==> src/rtl/ultrasonic_pkg.sv <==
// Shared types and constants for the ultrasonic ranging scheduler.
package ultrasonic_pkg;

    localparam int unsigned CLK_HZ           = 12_000_000;
    localparam int unsigned HOLDOFF_60MS_CYC = (CLK_HZ / 1000) * 60;
    localparam int unsigned TIMEOUT_40MS_CYC = (CLK_HZ / 1000) * 40;

    localparam int unsigned SENS_LEFT  = 0;
    localparam int unsigned SENS_FRONT = 1;
    localparam int unsigned SENS_RIGHT = 2;

    typedef enum logic [2:0] {
        ST_IDLE       = 3'd0,
        ST_ISSUE      = 3'd1,
        ST_WAIT_START = 3'd2,
        ST_WAIT_DONE  = 3'd3,
        ST_SETTLE     = 3'd4,
        ST_HOLDOFF    = 3'd5
    } us_state_e;

    function automatic int unsigned max_u(input int unsigned a, input int unsigned b);
        return (a > b) ? a : b;
    endfunction

endpackage

==> src/rtl/us_sched_timer.sv <==
// Loadable down-counter shared by every timed wait of the scheduler.
// A load of L flags expiry on the L-th cycle after the load edge.
module us_sched_timer #(
    parameter int unsigned TW = 20
) (
    input  logic          clk,
    input  logic          rst,
    input  logic          load_i,
    input  logic [TW-1:0] load_val_i,
    output logic          expired_c
);

    logic [TW-1:0] count_q, count_d;

    always_comb begin
        count_d = count_q;
        if (load_i) begin
            count_d = load_val_i;
        end else if (count_q != '0) begin
            count_d = count_q - TW'(1);
        end
    end

    always_ff @(posedge clk or posedge rst) begin
        if (rst) begin
            count_q <= '0;
        end else begin
            count_q <= count_d;
        end
    end

    // Expiry is the cycle in which the count steps down to zero.
    assign expired_c = (count_q == TW'(1));

endmodule

==> src/rtl/ultrasonic_scheduler.sv <==
// Round-robin HC-SR04 sequencer: pings one channel at a time with start/echo timeouts and holdoff.
// Optional proximity flags near_o are built when NEAR_DETECT_EN is defined.
module ultrasonic_scheduler
    import ultrasonic_pkg::*;
#(
    parameter int unsigned N_SENS      = 3,
    parameter int unsigned DW          = 16,
    parameter int unsigned HOLDOFF_CYC = HOLDOFF_60MS_CYC,
    parameter int unsigned TIMEOUT_CYC = TIMEOUT_40MS_CYC,
    parameter int unsigned START_CYC   = 4,
    parameter int unsigned SETTLE_CYC  = 2
`ifdef NEAR_DETECT_EN
   ,parameter int unsigned NEAR_CM     = 8
`endif
) (
    input  logic                       clk,
    input  logic                       rst,
    input  logic                       en,
    input  logic [N_SENS-1:0]          ready_i,
    input  logic [N_SENS*DW-1:0]       dist_i,
    output logic [N_SENS-1:0]          measure_o,
    output logic [N_SENS*DW-1:0]       dist_o,
    output logic [N_SENS-1:0]          valid_o,
    output logic [N_SENS-1:0]          fault_o,
`ifdef NEAR_DETECT_EN
    output logic [N_SENS-1:0]          near_o,
`endif
    output logic [$clog2(N_SENS)-1:0]  sel_o,
    output logic                       busy_o
);

    localparam int unsigned SW = $clog2(N_SENS);
    localparam int unsigned TW = $clog2(max_u(HOLDOFF_CYC, TIMEOUT_CYC) + 1);

    us_state_e           state_q, state_d;
    logic [SW-1:0]       sel_q, sel_d;
    logic [N_SENS-1:0]   measure_q, measure_d;
    logic [N_SENS-1:0]   valid_q, valid_d;
    logic [N_SENS-1:0]   fault_q, fault_d;
    logic                busy_q, busy_d;
    logic [DW-1:0]       dist_q [N_SENS];
    logic [DW-1:0]       dist_d [N_SENS];
    logic [DW-1:0]       dist_in [N_SENS];
`ifdef NEAR_DETECT_EN
    logic [N_SENS-1:0]   near_q, near_d;
`endif

    logic                tmr_load;
    logic [TW-1:0]       tmr_val;
    logic                tmr_exp;
    logic                fault_set;
    logic                sample;

    for (genvar g = 0; g < N_SENS; g++) begin : g_chan
        assign dist_in[g]             = dist_i[g*DW +: DW];
        assign dist_o[g*DW +: DW]     = dist_q[g];
    end

    us_sched_timer #(
        .TW (TW)
    ) u_timer (
        .clk        (clk),
        .rst        (rst),
        .load_i     (tmr_load),
        .load_val_i (tmr_val),
        .expired_c  (tmr_exp)
    );

    // Sequencing: a not-ready engine is skipped, a silent one is timed out; both mark a fault.
    always_comb begin
        state_d   = state_q;
        sel_d     = sel_q;
        measure_d = '0;
        valid_d   = '0;
        fault_d   = fault_q;
        dist_d    = dist_q;
        tmr_load  = 1'b0;
        tmr_val   = '0;
        fault_set = 1'b0;
        sample    = 1'b0;

        case (state_q)
            ST_IDLE: begin
                if (en) begin
                    state_d = ST_ISSUE;
                end
            end
            ST_ISSUE: begin
                tmr_load = 1'b1;
                if (ready_i[sel_q]) begin
                    measure_d[sel_q] = 1'b1;
                    tmr_val          = TW'(START_CYC);
                    state_d          = ST_WAIT_START;
                end else begin
                    fault_set = 1'b1;
                    tmr_val   = TW'(HOLDOFF_CYC);
                    state_d   = ST_HOLDOFF;
                end
            end
            ST_WAIT_START: begin
                if (!ready_i[sel_q]) begin
                    tmr_load = 1'b1;
                    tmr_val  = TW'(TIMEOUT_CYC);
                    state_d  = ST_WAIT_DONE;
                end else if (tmr_exp) begin
                    fault_set = 1'b1;
                    tmr_load  = 1'b1;
                    tmr_val   = TW'(HOLDOFF_CYC);
                    state_d   = ST_HOLDOFF;
                end
            end
            ST_WAIT_DONE: begin
                if (ready_i[sel_q]) begin
                    tmr_load = 1'b1;
                    tmr_val  = TW'(SETTLE_CYC);
                    state_d  = ST_SETTLE;
                end else if (tmr_exp) begin
                    fault_set = 1'b1;
                    tmr_load  = 1'b1;
                    tmr_val   = TW'(HOLDOFF_CYC);
                    state_d   = ST_HOLDOFF;
                end
            end
            ST_SETTLE: begin
                if (tmr_exp) begin
                    sample   = 1'b1;
                    tmr_load = 1'b1;
                    tmr_val  = TW'(HOLDOFF_CYC);
                    state_d  = ST_HOLDOFF;
                end
            end
            ST_HOLDOFF: begin
                if (tmr_exp) begin
                    sel_d   = (sel_q == SW'(N_SENS - 1)) ? '0 : sel_q + SW'(1);
                    state_d = en ? ST_ISSUE : ST_IDLE;
                end
            end
            default: begin
                state_d = ST_IDLE;
            end
        endcase

        if (fault_set) begin
            fault_d[sel_q] = 1'b1;
        end
        if (sample) begin
            dist_d[sel_q]  = dist_in[sel_q];
            valid_d[sel_q] = 1'b1;
            fault_d[sel_q] = 1'b0;
        end
        busy_d = (state_d != ST_IDLE);
    end

`ifdef NEAR_DETECT_EN
    always_comb begin
        near_d = near_q;
        if (fault_set) begin
            near_d[sel_q] = 1'b0;
        end
        if (sample) begin
            near_d[sel_q] = (dist_in[sel_q] < DW'(NEAR_CM));
        end
    end
`endif

    always_ff @(posedge clk or posedge rst) begin
        if (rst) begin
            state_q   <= ST_IDLE;
            sel_q     <= '0;
            measure_q <= '0;
            valid_q   <= '0;
            fault_q   <= '0;
            busy_q    <= 1'b0;
            for (int i = 0; i < N_SENS; i++) begin
                dist_q[i] <= '0;
            end
`ifdef NEAR_DETECT_EN
            near_q    <= '0;
`endif
        end else begin
            state_q   <= state_d;
            sel_q     <= sel_d;
            measure_q <= measure_d;
            valid_q   <= valid_d;
            fault_q   <= fault_d;
            busy_q    <= busy_d;
            dist_q    <= dist_d;
`ifdef NEAR_DETECT_EN
            near_q    <= near_d;
`endif
        end
    end

    assign measure_o = measure_q;
    assign valid_o   = valid_q;
    assign fault_o   = fault_q;
    assign sel_o     = sel_q;
    assign busy_o    = busy_q;
`ifdef NEAR_DETECT_EN
    assign near_o    = near_q;
`endif

endmodule
==> config.mk <==
export PLATFORM = sky130hd
export DESIGN_NAME = ultrasonic_scheduler
export DESIGN_NICKNAME = d
export VERILOG_FILES = /design/src/rtl/ultrasonic_pkg.sv /design/src/rtl/us_sched_timer.sv /design/src/rtl/ultrasonic_scheduler.sv
export SDC_FILE = /design/constraint.sdc
export NUM_CORES = 1
export LEC_CHECK = 0
export BUFFER_PORTS_ARGS = -buffer_cell sky130_fd_sc_hd__buf_2
export CORE_ASPECT_RATIO = 0.9
export CORE_MARGIN = 10
export CORE_UTILIZATION = 45
export CTS_CLUSTER_DIAMETER = 30
export DETAILED_ROUTE_END_ITERATION = 12
export PLACE_DENSITY = 0.71
export SLEW_MARGIN = 20
export SYNTH_ARGS = -nofsm -noshare
export SYNTH_HDL_FRONTEND = slang
export SYNTH_SLANG_ARGS = --single-unit
==> constraint.sdc <==
create_clock -name clk -period 2.7 [get_ports clk]
set_input_delay 0.27 -clock clk [delete_from_list [all_inputs] [get_ports clk]]
set_output_delay 0.27 -clock clk [all_outputs]
set_load 0.005 [all_outputs]
# Yosys cells after proc, flatten, opt, wreduce, memory -nomap -nowiden
# Cells that the tools add are included.
# W data, S select, Z words.
# classes
add_sub_neg	2
n_lt_le_gt_ge	4
mux	40
bitwise_logic	4
n_reduce_logical	7
eq_ne	7
# op_table
operator	n
$mux W20	6
$pmux W20 S4	1
$bwmux W48	1
$mux W16	3
$mux W3	11
$bmux W16 S2	1
$demux W16 S2	1
$eq A20 B1 Y1 const B	1
$reduce_bool A20 Y1	1
$sub A20 B1 Y20 const B	1
$pmux W3 S6	1
$mux W1	10
$eq A3 B2 Y1 const B	2
$eq A3 B3 Y1 const B	2
$pmux W1 S4	1
$and A3 B3 Y3	1
$eq A3 B1 Y1 const B	1
$ge A3 B3 Y1 const B	1
$logic_not A3 Y1	1
$lt A2 B3 Y1 const B	1
$lt A3 B1 Y1 const B	1
$not A2 Y3	1
$not A3 Y3	1
$or A3 B3 Y3	1
11 further kinds	12
# word_totals
ff_bits	83
wordCells	74
out_inout_bits	60

# Logic depth before layout (Yosys ltp)
# logic_depth
word_depth	8
depth_mapped	9
depth_no_buf	7

# Hierarchy
# A second synthesis with hierarchy kept.
# unflattened
hier_cells	441
hier_area_um2	4077.7
# modules_own_cells
mod	area_per_inst_um2	cells_each	n_inst
ultrasonic_scheduler	2782.7	302	1
us_sched_timer	1295.0	139	1

# Least setup slack after synthesis
# Ideal clock, no wire load.
# synth_path
path_kind	register to register
startpoint	reg u_timer.count_q[16]
endpoint	reg dist_q (netlist bit dist_o[32])
period_less_slack_ps	2383
required_time_ps	2575
setup_time_ps	125
stages_incl_launch_ff	9
arrival_time_ps	2258
setup_slack_ps	317
path_cell_list	dfrtp_1 -> nor4_1 -> nand2_1 -> or4_4 -> nor2_8 -> buf_12 -> nand2_8 -> buf_8 -> mux2_4
# synth_via
elab_chain_len	3
# synth_rtl
item	line_no	rtl
start, declared	us_sched_timer.sv:13	logic [TW-1:0] count_q, count_d;
start signal, assigned	us_sched_timer.sv:28	count_q <= count_d;
$eq A20 B1 Y1	us_sched_timer.sv:33	assign expired_c = (count_q == TW'(1));
$mux W1	ultrasonic_scheduler.sv:125	if (tmr_exp) begin
$mux W1	ultrasonic_scheduler.sv:82	case (state_q)
end signal, assigned	ultrasonic_scheduler.sv:187	dist_q <= dist_d;
end, declared	ultrasonic_scheduler.sv:41	logic [DW-1:0] dist_q [N_SENS];
# No other way between the ends.
# A chain may end at the register's enable or synchronous reset.

# Worst setup path after layout
# layout_path
startpoint	reg u_timer.count_q[9]
endpoint	reg dist_q (netlist bit dist_o[31])
# Same word-level chain as after synthesis.

==> run summary <==
Outcome: complete, no violations
CP Class: flip-flop to flip-flop
Reg-to-reg critical path startpoint: u_timer.count_q[9]
Mapped Cells: 323
DR WL/cell: 17.2 µm
Critical Path AT: 2.78 ns
Clk Latency, worst-skew pair: 0.35 ns
Antenna violations before repair: 0
Max Cap Violations: 0
Antenna-violating nets left: 0
Util after Layout: 0.580
Power share of the combinational group: 0.317
Sequential share of power: 0.435
Skew final: 0.0106 ns
Most frequent cells in the layout: 113 x buf_2, 83 x dfrtp_1, 35 x mux2_2
Slew HR: 0.475
Top_reg_cell synth: dfrtp_1
Final period utilization: 0.943
Drt via density: 5.22
CTS tree: done
Int Pwr: 2450 µW
DRT Wirelength: 9.36 mm
Global placement routability congestion: 0.874
PwrDens: 818 mW/mm²
Cts bufs inserted: 9
Diodes inserted: 0
Vias in the first global route: 2975
Post-synth EDFFs: 0
Starting Density: 0.469
Cell row count: 31
Cell Area, Synth: 0.00382 mm²
Leading cell type in the layout, fill and taps excluded: buf_2
CP required: 2.94 ns
Die X: 117 µm
Initial detailed-routing violation count: 150
WL met3: 733 µm
Fin nets: 499
Ys async rst share: 1.00
Hpwl dp: 7.06 mm
Die Span Y: 107 µm
Sw Ratio: 0.366
Wire length on met2: 4.89 mm
Placement Setup Slack: 0.147 ns
Uppermost layer routed: met4
Clock tree sinks: 83
Largest net degree at the start of global routing: 45
Synth Warn #: 0
Hold Fails Final Rpt: 0
Worst-path clk slew: 0.09 ns
Synth Register Bits: 83
Max Freq: 393 MHz
Total track usage: 0.149
CP Capture Type: flip-flop
Register area share after synthesis: 0.544
Min setup slack post-route: 0.155 ns
Met1 Wirelength: 3.53 mm
Setup violators final: 0
Remaining DRCs: 0
Worst VDD drop: 435 µV
Syn-to-layout area delta: 23.6%
Critical path origin: u_timer.count_q[9]
Root Driver: clkbuf_8
Sw Pwr: 1420 µW
Layout cells sized above 1: 0.432
Global-route wire length before repair: 15.0 mm
Max-slew violations: 0
Cell variety after synth: 46
Overall power: 3860 µW
Die ar.: 0.0126 mm²
Tightest Pin Transition: 0.787 ns
Port bufs: 113
Setup TNS: 0 ns
Crit-path max FO: 17
Synthesized area per cell: 11.8 µm²
Core Area: 0.00815 mm²
DR pass1 iterations: 4
Maximum root-to-sink buffer count: 2
Overflow after GRT: 0
Io pins: 114
RSZ-0062 raised after global routing: no
Leak: 0.00233 µW
Clock power frac: 0.248
Via count: 2849
Max H-tree Level: 3
Hold crit path type: primary input to async pin
Syn nets: 380
Worst setup SP type: flip-flop
Fin crit period: 2.55 ns
cell usage after synthesis (all sizes together) (3+ instances only):
cell | number | area (µm²)
nor2 | 30 | 129
and2 | 5 | 31.3
xnor2 | 4 | 35.0
clkbuf | 6 | 22.5
nand2 | 26 | 129
ha | 3 | 37.5
nand3 | 8 | 40.0
o21ai | 7 | 35.0
buf | 8 | 65.1
nor4 | 7 | 65.1
dfrtp | 83 | 2080
nor3 | 14 | 70.1
mux2 | 49 | 586
o31ai | 3 | 22.5
xor2 | 13 | 114
inv | 9 | 33.8
a211oi | 8 | 60.1
a21oi | 18 | 90.1
metrics by stage:
step	instances	instance area (µm²)	hold WS (ns)
after floorplan	323	3820	0.402
after global placement	530	4500	0.427
after detailed placement	530	4500	0.429
after CTS	546	4720	0.0319
after global routing	546	4720	0.0791
final	546	4720	0.0247
critical path: stages (launching register included):
cell and delay (ns):
dfrtp_1 0.46, nor4_2 0.42, nand2_1 0.19, or4_4 0.56
nor2_8 0.24, nand2_4 0.19, mux2_1 0.37
what timing repair did:
action / CTS / global route
resized for setup: 0 / 1
endpoints found under the setup margin: 0 / 4
buffers inserted: 0 / 0
hold buffers: 0 / 0
registers in the layout, summed over array words and instances, names as in the netlist, named ones only:
name             flops
fault_o              1
dist_o              48
measure_o            3
u_timer.count_q     20
sel_o                2
state_q              3
valid_o              3
busy_o               1
power by group through the flow:
stage	logic, µW	registers (µW)	clock network, µW
floorplan	923	1630	0
global placement	1180	1690	0
detailed placement	1220	1690	0
CTS	1220	1670	989
global route	1380	1710	1040
finish	1220	1680	959
area by class of cell:
cell class,instances,area [µm²]
Clock buffer,9,124
Clock inverter,7,88.8
Fill cell,709,3420
Inverter,9,35.0
Multi-Input combinational cell,217,1630
Sequential cell,83,2080
Tap cell,99,124
Timing Repair Buffer,122,646
cells by family after synthesis:
| family | after synthesis | synth area share |
|---|---|---|
| buffers and inverters | 23 | 0.0318 |
| adder cells (fa/ha/maj) | 3 | 0.00982 |
| AO/OA/AOI/OAI | 48 | 0.0802 |
| multiplexers | 51 | 0.158 |
| flip-flops | 83 | 0.544 |
| XOR/XNOR | 17 | 0.0390 |
| AND/OR/NAND/NOR | 98 | 0.137 |
worst paths after layout:
check	slack, ns	endpoint	depth (start not counted)
worst max-delay path	0.15	dist_o[31]	6
worst min-delay path	0.02	dist_o[33]	2
worst max register to register	0.15	dist_o[31]	6
worst min register to register	0.50	dist_o[2]	1
max in group asynchronous	2.01	async pin	3
min in group clk	0.12	dist_o[2]	2
metal layers:
metal,vias up,track usage
met5,-,0
met4,0,0.0617
met3,15,0.0518
met2,94,0.252
met1,1374,0.168
li1,1366,-
(Power assumes the default switching activity.)
